### src/rtl/nv_ram_rwsp_4x64_fifo_ctrl.sv
// rtl/nv_ram_rwsp_4x64_fifo_ctrl.sv - valid/ready FIFO sequencer for a 4x64 two-port RAM with a 2-stage read pipeline
//
// Purpose: owns the write/read pointers and occupancy of an external two-port
// RAM whose read address is registered (ram_re) and whose output register is
// separately enabled (ram_ore). The two read stages are presented to the
// consumer as a plain valid/ready interface.
//
// Ports:
//   clk, rst                  core clock, synchronous active-high reset
//   wr_pvld/wr_prdy/wr_pd     producer handshake and data
//   rd_pvld/rd_prdy/rd_pd     consumer handshake and data (rd_pd = ram_dout)
//   ram_wa/ram_we/ram_di      RAM write port
//   ram_ra/ram_re             RAM read-address register capture
//   ram_ore/ram_dout          RAM output-register enable and registered data
//   fifo_count/fifo_idle      entries held (RAM + output register), empty flag
module nv_ram_rwsp_4x64_fifo_ctrl #(
    parameter int DEPTH = 4,
    parameter int AW    = 2,
    parameter int DW    = 64
) (
    input  logic          clk,
    input  logic          rst,
    input  logic          wr_pvld,
    output logic          wr_prdy,
    input  logic [DW-1:0] wr_pd,
    output logic          rd_pvld,
    input  logic          rd_prdy,
    output logic [DW-1:0] rd_pd,
    output logic [AW-1:0] ram_wa,
    output logic          ram_we,
    output logic [DW-1:0] ram_di,
    output logic [AW-1:0] ram_ra,
    output logic          ram_re,
    output logic          ram_ore,
    input  logic [DW-1:0] ram_dout,
    output logic [AW:0]   fifo_count,
    output logic          fifo_idle
);

    localparam logic [AW:0] FULL = (AW+1)'(DEPTH);

    logic [AW-1:0] wr_ptr_q, wr_ptr_d;
    logic [AW-1:0] rd_ptr_q, rd_ptr_d;
    // occ: written, not yet captured by the output register.
    // unissued: written, not yet presented to the read-address register.
    logic [AW:0]   occ_q, occ_d;
    logic [AW:0]   unissued_q, unissued_d;
    logic          s1_vld_q, s1_vld_d;
    logic          s2_vld_q, s2_vld_d;

    // A RAM location is released only when its data is captured by ore, so
    // wr_ptr can never reach an address still sitting in the read pipeline.
    always_comb begin
        wr_prdy = !rst && (occ_q < FULL);
        ram_we  = wr_pvld && wr_prdy;
        ram_ore = !rst && s1_vld_q && (!s2_vld_q || rd_prdy);
        // Stage 1 may reload in the same cycle its current address moves on.
        ram_re  = !rst && (unissued_q != '0) && (!s1_vld_q || ram_ore);
    end

    assign ram_wa     = wr_ptr_q;
    assign ram_di     = wr_pd;
    assign ram_ra     = rd_ptr_q;
    assign rd_pvld    = s2_vld_q;
    assign rd_pd      = ram_dout;
    assign fifo_count = occ_q + {{AW{1'b0}}, s2_vld_q};
    assign fifo_idle  = (fifo_count == '0);

    always_comb begin
        wr_ptr_d   = ram_we ? wr_ptr_q + AW'(1) : wr_ptr_q;
        rd_ptr_d   = ram_re ? rd_ptr_q + AW'(1) : rd_ptr_q;
        occ_d      = occ_q + {{AW{1'b0}}, ram_we} - {{AW{1'b0}}, ram_ore};
        unissued_d = unissued_q + {{AW{1'b0}}, ram_we} - {{AW{1'b0}}, ram_re};
        s1_vld_d   = s1_vld_q;
        if (ram_re) begin
            s1_vld_d = 1'b1;
        end else if (ram_ore) begin
            s1_vld_d = 1'b0;
        end
        s2_vld_d = s2_vld_q;
        if (ram_ore) begin
            s2_vld_d = 1'b1;
        end else if (s2_vld_q && rd_prdy) begin
            s2_vld_d = 1'b0;
        end
    end

    always_ff @(posedge clk) begin
        if (rst) begin
            wr_ptr_q   <= '0;
            rd_ptr_q   <= '0;
            occ_q      <= '0;
            unissued_q <= '0;
            s1_vld_q   <= 1'b0;
            s2_vld_q   <= 1'b0;
        end else begin
            wr_ptr_q   <= wr_ptr_d;
            rd_ptr_q   <= rd_ptr_d;
            occ_q      <= occ_d;
            unissued_q <= unissued_d;
            s1_vld_q   <= s1_vld_d;
            s2_vld_q   <= s2_vld_d;
        end
    end

    a_occ_bound: assert property (@(posedge clk) disable iff (rst) occ_q <= FULL);
    a_unissued_le_occ: assert property (@(posedge clk) disable iff (rst) unissued_q <= occ_q);

endmodule

### config.mk
export PLATFORM = sky130hd
export DESIGN_NAME = nv_ram_rwsp_4x64_fifo_ctrl
export DESIGN_NICKNAME = d
export VERILOG_FILES = /design/src/rtl/nv_ram_rwsp_4x64_fifo_ctrl.sv
export SDC_FILE = /design/constraint.sdc
export NUM_CORES = 1
export LEC_CHECK = 0
export CAP_MARGIN = 20
export CORE_AREA = 2 2 107 109
export DETAILED_ROUTE_END_ITERATION = 12
export DIE_AREA = 0 0 109 111
export GPL_TIMING_DRIVEN = 0
export PLACE_DENSITY = 0.68
export SLEW_MARGIN = 20
export SYNTH_ARGS = -nofsm -noshare
export SYNTH_HDL_FRONTEND = slang
export SYNTH_SLANG_ARGS = --single-unit
### constraint.sdc
create_clock -name clk -period 3.42 [get_ports clk]
set_clock_uncertainty 0.2 [all_clocks]
set_input_delay 0.684 -clock clk [delete_from_list [all_inputs] [get_ports clk]]
set_output_delay 0.684 -clock clk [all_outputs]
set_load 0.02 [all_outputs]
==> impl_metrics.tcl, run 1 <==
set metrics [dict create \
    routed_wl_um 4650 \
    synthSimpleGateAreaFrac 0.0831 \
    ir_drop_v 0.000278 \
    gp_congestion 0.757 \
    h-tree-depth 1 \
    worst_skew_pair.late_latency_ps 240 \
    synthXorXnorAreaFrac 0.0326 \
    p_int_mw 0.820 \
    syn_area_mm2 0.00161 \
    place_inst 480 \
    grt_start_max_net_pins 11 \
    slew_violations 0 \
    die_w_um 109 \
    total_power_mw 1.32 \
    p_sw_mw 0.502 \
    r2r-end "unissued_q[2]" \
    p_leak_nw 1.51 \
    crit_path_start "rd_prdy" \
    finalSetupTns_ps 0 \
    endpoint "ram_re" \
    post_layout_nonfiller_instances 484 \
    syn_inst 193 \
    reg2reg_from "unissued_q[1]" \
    worstHoldPathType "reg2reg" \
    clockRootBuffer "clkbuf_16" \
    seq_area_frac_synth 0.149 \
    initial_core_util 0.145 \
    drive_above_1_share 0.405 \
    fin_nets 482 \
    pwr-share-clk 0.179 \
    track_usage 0.0662 \
    required_ps 2540 \
    cts_sinks 12 \
    post_cts_buffers 0 \
    ctsLongestPathBuffers 2 \
    syn_nets 333 \
    fin_crit_sh 0.943 \
    status "complete, no violations" \
    path_max_fanout 5 \
    period_needed_ps 3230 \
    cts_resized 0 \
    synth_compound_area_frac 0.0303 \
    cts_tree "yes" \
    wl_per_cell_um 9.60 \
    synth.avg_cell_area_um2 8.34 \
    die_h_um 111 \
    place_ws_ps 132 \
    drt_iter0_drc 18 \
    first_pass_iters 4 \
    finalSetupViolations 0 \
    maxCapViolCount 0 \
    synth_adder_area_share 0.0715 \
    critical_path_class "in2out" \
    numPortBuffers 144 \
    swShare 0.379 \
    end_kind "output pin" \
    grt-ovfl-total 0 \
    fin_util 0.300 \
    clkTransAtPathRegs_ps 40 \
    die_area_mm2 0.0121 \
    ant_nets 0 \
    synth_top_family_by_area "buffers and inverters" \
    dpl.hpwl_um 4330 \
    cts_hold_buf 0 \
    pin_count 273 \
    p_per_area_mw_per_mm2 398 \
    slew_headroom 0.745 \
    drc 0 \
    synth_cell_type_count 20 \
    first_global_vias 1467 \
    yosysWarningCount 0 \
    num_rows 39 \
    core_mm2 0.0111 \
    start_kind "input port" \
    layout_setup_ws_ps 194 \
    cts_buffers 3 \
    antenna_found_initial 0 \
    vias_per_cell 3.31 \
    cp.arrival_ps 2340 \
    hold_viol 0 \
    ff2ff_path_depth 10 \
    rsz0062_at_grt "false" \
    num_antenna_cells 0 \
    grt_first_pass_wirelength_um 6310 \
    pwr-share-seq 0.193 \
    areaGrowthSynthToFinish_pct 106 \
    pwr-share-comb 0.628 \
    synthMuxAreaShare 0.0124 \
    max_freq_mhz 310 \
    tightest_slew_ps 382 \
    ys_ff_latch 12 \
    rrSetupSlack_ps 890 \
    vias 1604 \
]
-- logic make-up after synthesis --
family / Yosys count
buffers and inverters: 138
and+or+nand+nor: 24
DFF: 12
adders and majority gates: 8
xor gates and xnor gates: 6
AOI/OAI and AO/OA: 3
muxes: 2
-- critical path, cell delays in order --
cell	delay, ps
clkdlybuf4s50_1	500
nor2b_4	70
a211oi_2	390
clkdlybuf4s50_1	690
-- power by group through the flow --
stage | Combinational, mW | Sequential, mW | Clock [mW]
detailed placement | 0.846 | 0.257 | 0
CTS | 0.848 | 0.256 | 0.246
global placement | 0.833 | 0.253 | 0
finish | 0.830 | 0.255 | 0.237
global route | 0.904 | 0.265 | 0.253
floorplan | 0.505 | 0.269 | 0
-- worst min-delay path by stage --
stage	startpoint	end	slack [ps]	cells past startpoint
5_1_grt	ram_ra[1]	ram_ra[1]	290	2
6_report	ram_ra[1]	ram_ra[1]	260	1
4_1_cts	ram_ra[1]	ram_ra[1]	270	1
2_1_floorplan	ram_ra[1]	ram_ra[1]	340	1
3_3_place_gp	ram_ra[1]	ram_ra[1]	260	1
3_5_place_dp	ram_ra[1]	ram_ra[1]	260	1
-- flip-flops by register name, indices dropped and copies added (netlist names) --
name / flops
rd_pvld: 1
ram_wa: 2
s1_vld_q: 1
occ_q: 3
ram_ra: 2
unissued_q: 3
-- final cells by class --
cell class	instances	area (µm²)
fill	1150	7760
timing repair buffer	144	1440
buffer	129	966
multi-input combinational	43	370
sequential	12	240
tap	143	179
clock buffer	4	88.8
inverter	9	33.8
-- cells in the mapped netlist --
library cell	n	area share
nor2b_1	4	0.016
a31o_2	1	0.0054
mux2i_1	2	0.012
and2_1	2	0.0078
xnor2_1	3	0.016
nor2_1	10	0.023
fa_1	2	0.025
nor3_1	2	0.0062
inv_1	9	0.021
ha_1	6	0.047
nor2b_4	1	0.0085
nand3b_1	1	0.0047
dfxtp_1	12	0.15
buf_4	128	0.60
nor3_4	1	0.010
a2111oi_4	1	0.017
nand2_1	3	0.0070
xor2_1	3	0.016
buf_2	1	0.0031
a211oi_2	1	0.0078
-- stage by stage --
step / instance area, µm² / hold WS [ps]
global placement: 3230 / 255
floorplan: 1610 / 335
detailed placement: 3230 / 255
finish: 3320 / 264
CTS: 3320 / 270
global route: 3320 / 293
-- per-layer routing --
metal | global-route usage | wire, µm | part of all wire | up-vias
met1 | 0.0591 | 1330 | 0.29 | 697
met3 | 0.0247 | 713 | 0.15 | 0
met5 | 0 | 0 | 0 | -
met2 | 0.133 | 2600 | 0.56 | 148
li1 | - | - | - | 759
met4 | 0.0179 | 0 | 0 | 0
-- layout by cell type (no fill, tap or decap) --
cell type,netlist,layout
a2111oi_4,1,1
a211oi_2,1,1
a31o_2,1,1
and2_1,2,2
buf_2,1,1
buf_4,128,128
clkbuf_16,0,3
clkbuf_8,0,1
clkdlybuf4s50_1,0,144
dfxtp_1,12,12
fa_1,2,2
ha_1,6,6
inv_1,9,9
mux2i_1,2,2
nand2_1,3,3
nand3b_1,1,1
nor2_1,10,10
nor2b_1,4,4
nor2b_4,1,1
nor3_1,2,2
nor3_4,1,1
xnor2_1,3,3
xor2_1,3,3
(Power assumes the default switching activity.)
==> inputs of run 2 (changes only) <==
--- a/config.mk
+++ b/config.mk
@@ -5,12 +5,13 @@
 export SDC_FILE = /design/constraint.sdc
 export NUM_CORES = 1
 export LEC_CHECK = 0
+export ABC_AREA = 1
 export CAP_MARGIN = 20
-export CORE_AREA = 2 2 107 109
+export CORE_AREA = 2 2 106 108
 export DETAILED_ROUTE_END_ITERATION = 12
-export DIE_AREA = 0 0 109 111
+export DIE_AREA = 0 0 108 110
 export GPL_TIMING_DRIVEN = 0
-export PLACE_DENSITY = 0.68
+export PLACE_DENSITY = 0.69
 export SLEW_MARGIN = 20
 export SYNTH_ARGS = -nofsm -noshare
 export SYNTH_HDL_FRONTEND = slang
==> constraint.sdc (replaced) <==
create_clock -name clk -period 3.8 [get_ports clk]
set_clock_uncertainty 0.2 [all_clocks]
set_input_delay 0.76 -clock clk [delete_from_list [all_inputs] [get_ports clk]]
set_output_delay 0.76 -clock clk [all_outputs]
set_load 0.02 [all_outputs]
==> run 2 against run 1 <==
Effect of this change:
- global-route usage rose by 0.34 points
- clock power decreased by 42%
- cell count is 2.7% higher
- via count up 3.4%
- synthesized cell count grew 8.3%
- utilization increased by 0.61 points
- flip-flop and latch count unchanged
- sequential power shrank 22%
- non-clock buffer count stayed put
- power decreased by 22%
- sequential share of layout area rose by 0.11 points
==> impl_metrics.tcl, run 2 <==
set metrics [dict create \
    status "complete, no violations" \
    final_common_cell "clkdlybuf4s50_1" \
    num_rows 38 \
    cpLargestDelayFamily "buffers and inverters" \
    synth_top_flop_cell "dfxtp_1" \
    place_inst 493 \
    syn_area_mm2 0.00160 \
    ir_drop_v 0.000149 \
    gp_congestion 0.674 \
    cts_hold_buf 0 \
    clockRootBuffer "clkbuf_8" \
    wl_per_cell_um 10.0 \
    fin_nets 498 \
    routed_wl_um 4990 \
    final_cell_area_mm2 0.00327 \
    max_freq_mhz 305 \
    ctsLongestPathBuffers 2 \
    worst-path-buf-inv 4 \
    crit_cells 5 \
    vias_per_cell 3.34 \
    yosysTopAreaCellShare 0.601 \
    syn_nets 349 \
    grt_start_max_net_pins 11 \
    end_kind "output pin" \
    drc 0 \
    cts_buffers 3 \
    ff2ff_path_depth 11 \
    fin_crit_sh 0.864 \
    critical_path_class "in2out" \
    r2r-end "unissued_q[2]" \
    tightest_slew_ps 381 \
    antenna_found_initial 0 \
    cp.arrival_ps 2320 \
    post_layout_nonfiller_instances 497 \
    worst_skew_pair.late_latency_ps 240 \
    pin_count 273 \
    period_needed_ps 3280 \
    num_antenna_cells 0 \
    grt-ovfl-total 0 \
    synth-edff-count 0 \
    track_usage 0.0697 \
    rsz0062_at_grt "false" \
    dpl.hpwl_um 4640 \
    reg2reg_from "rd_pvld" \
    seq_area_frac_synth 0.150 \
    start_kind "input port" \
    placed_cell_area_mm2 0.00322 \
    cts_tree "yes" \
    first_global_vias 1470 \
    post_cts_buffers 0 \
    initial_core_util 0.149 \
    synth_area_leader_cell "buf_4" \
    fin_util 0.306 \
    path_cells "clkdlybuf4s50_1 -> inv_1 -> nand3_1 -> inv_1 -> clkdlybuf4s50_1" \
    yosysWarningCount 0 \
    clkTransAtPathRegs_ps 50 \
    pwr-share-seq 0.193 \
    crit_path_start "rst" \
    finalSetupTns_ps 0 \
    die_area_mm2 0.0119 \
    first_pass_iters 4 \
    finalSetupViolations 0 \
    cts_resized 0 \
    largestRegisters "occ_q: 3 flops, unissued_q: 3 flops" \
    maxCapViolCount 0 \
    path_max_fanout 5 \
    drive_above_1_share 0.381 \
    hold_viol 0 \
    synth_cell_type_count 20 \
    final_cell_mix "clkdlybuf4s50_1, buf_4, inv_1" \
    drt_iter0_drc 31 \
    whs_ps 262 \
    yosysMostFrequentCell "buf_4" \
    fill_cells 1118 \
    die_w_um 108 \
    p_leak_nw 1.53 \
    grt_first_pass_wirelength_um 6560 \
    slew_headroom 0.745 \
    p_int_mw 0.619 \
    worst_path_max_delay_cell "clkdlybuf4s50_1" \
    vias 1659 \
    worstHoldPathType "reg2reg" \
    h-tree-depth 1 \
    numPortBuffers 144 \
    cts_sinks 12 \
    required_ps 2840 \
    rrSetupSlack_ps 1460 \
    synth.area.top_cells "buf_4, dfxtp_1, ha_1" \
    synthTopCellsByCount "buf_4, inv_1, nand2_1" \
    swShare 0.401 \
    ys_async_sr_fraction 0 \
    p_sw_mw 0.414 \
    core_mm2 0.0107 \
    pwr-share-clk 0.134 \
    slowest_delay_ps 620 \
    slew_violations 0 \
    p_per_area_mw_per_mm2 316 \
    ant_nets 0 \
    ys_ff_latch 12 \
    syn_inst 209 \
    pwr-share-comb 0.673 \
    endpoint "ram_re" \
    die_h_um 110 \
    synth.avg_cell_area_um2 7.65 \
    areaGrowthSynthToFinish_pct 105 \
]
-- run 2: cell count changes in the layout (fill, tap and decap cells not counted), sizes merged, moves of 2 or more --
| cell | delta |
|---|---|
| nand2 | +11 |
| inv | +10 |
| nor2b | -5 |
| a21oi | +4 |
| and2 | -2 |
| and3 | +2 |
| mux2i | -2 |
| nand3 | +2 |
| xor2 | -2 |
-- run 2: cell type report --
class                      instances  area, µm²  share of cell area
timing repair buffer             144       1440               0.441
buffer                           129        966               0.295
multi-input combinational         49        322              0.0983
sequential                        12        240              0.0735
tap                              140        175              0.0536
inverter                          19       71.3              0.0218
clock buffer                       4       55.1              0.0168
-- run 2: worst min path at each step --
stage	endpoint	slack, ps	cells after the start	start
after detailed placement	rd_pvld	260	2	s1_vld_q
after global routing	rd_pvld	300	2	s1_vld_q
after CTS	rd_pvld	260	2	s1_vld_q
after floorplan	rd_pvld	240	2	s1_vld_q
after global placement	rd_pvld	240	2	s1_vld_q
final	rd_pvld	260	2	s1_vld_q
-- run 2: through the flow --
stage | setup WS (ps) | total power, mW
3_3_place_gp | 511 | 0.891
5_1_grt | 421 | 1.12
2_1_floorplan | 1100 | 0.624
6_report | 518 | 1.03
3_5_place_dp | 451 | 0.906
4_1_cts | 438 | 1.05
-- run 2: layer usage --
| metal | wire length, µm | vias to the layer above | GRT usage |
|---|---|---|---|
| met1 | 1390 | 722 | 0.0644 |
| met5 | 0 | - | 0 |
| met3 | 631 | 4 | 0.0153 |
| li1 | - | 800 | - |
| met2 | 2930 | 133 | 0.151 |
| met4 | 29 | 0 | 0.0165 |
-- run 2: worst register-to-register path: stages, from the launching register on --
cell	delay [ps]
dfxtp_1	380
nand3_1	150
nand3_1	180
inv_1	90
ha_1	290
inv_1	50
ha_1	120
inv_1	50
fa_1	370
xnor2_1	140
o21ai_0	150
a21oi_1	50
-- run 2: kinds of logic (layout without fill, tap and decap cells) --
logic type / count (synthesis) / after routing / share of synthesized area
buffers and inverters: 148 / 296 / 0.649
AND/OR/NAND/NOR: 32 / 32 / 0.0931
flip-flops: 12 / 12 / 0.150
adder cells (fa/ha/maj): 8 / 8 / 0.0720
AO/OA/AOI/OAI: 6 / 6 / 0.0196
XOR/XNOR: 3 / 3 / 0.0164
-- run 2: power by group through the flow --
stage / sequential [mW] / clock (mW) / combinational [mW]
after floorplan: 0.206 / 0 / 0.419
after global placement: 0.200 / 0 / 0.691
after detailed placement: 0.202 / 0 / 0.704
after CTS: 0.199 / 0.144 / 0.708
after global routing: 0.206 / 0.152 / 0.763
final: 0.199 / 0.138 / 0.696
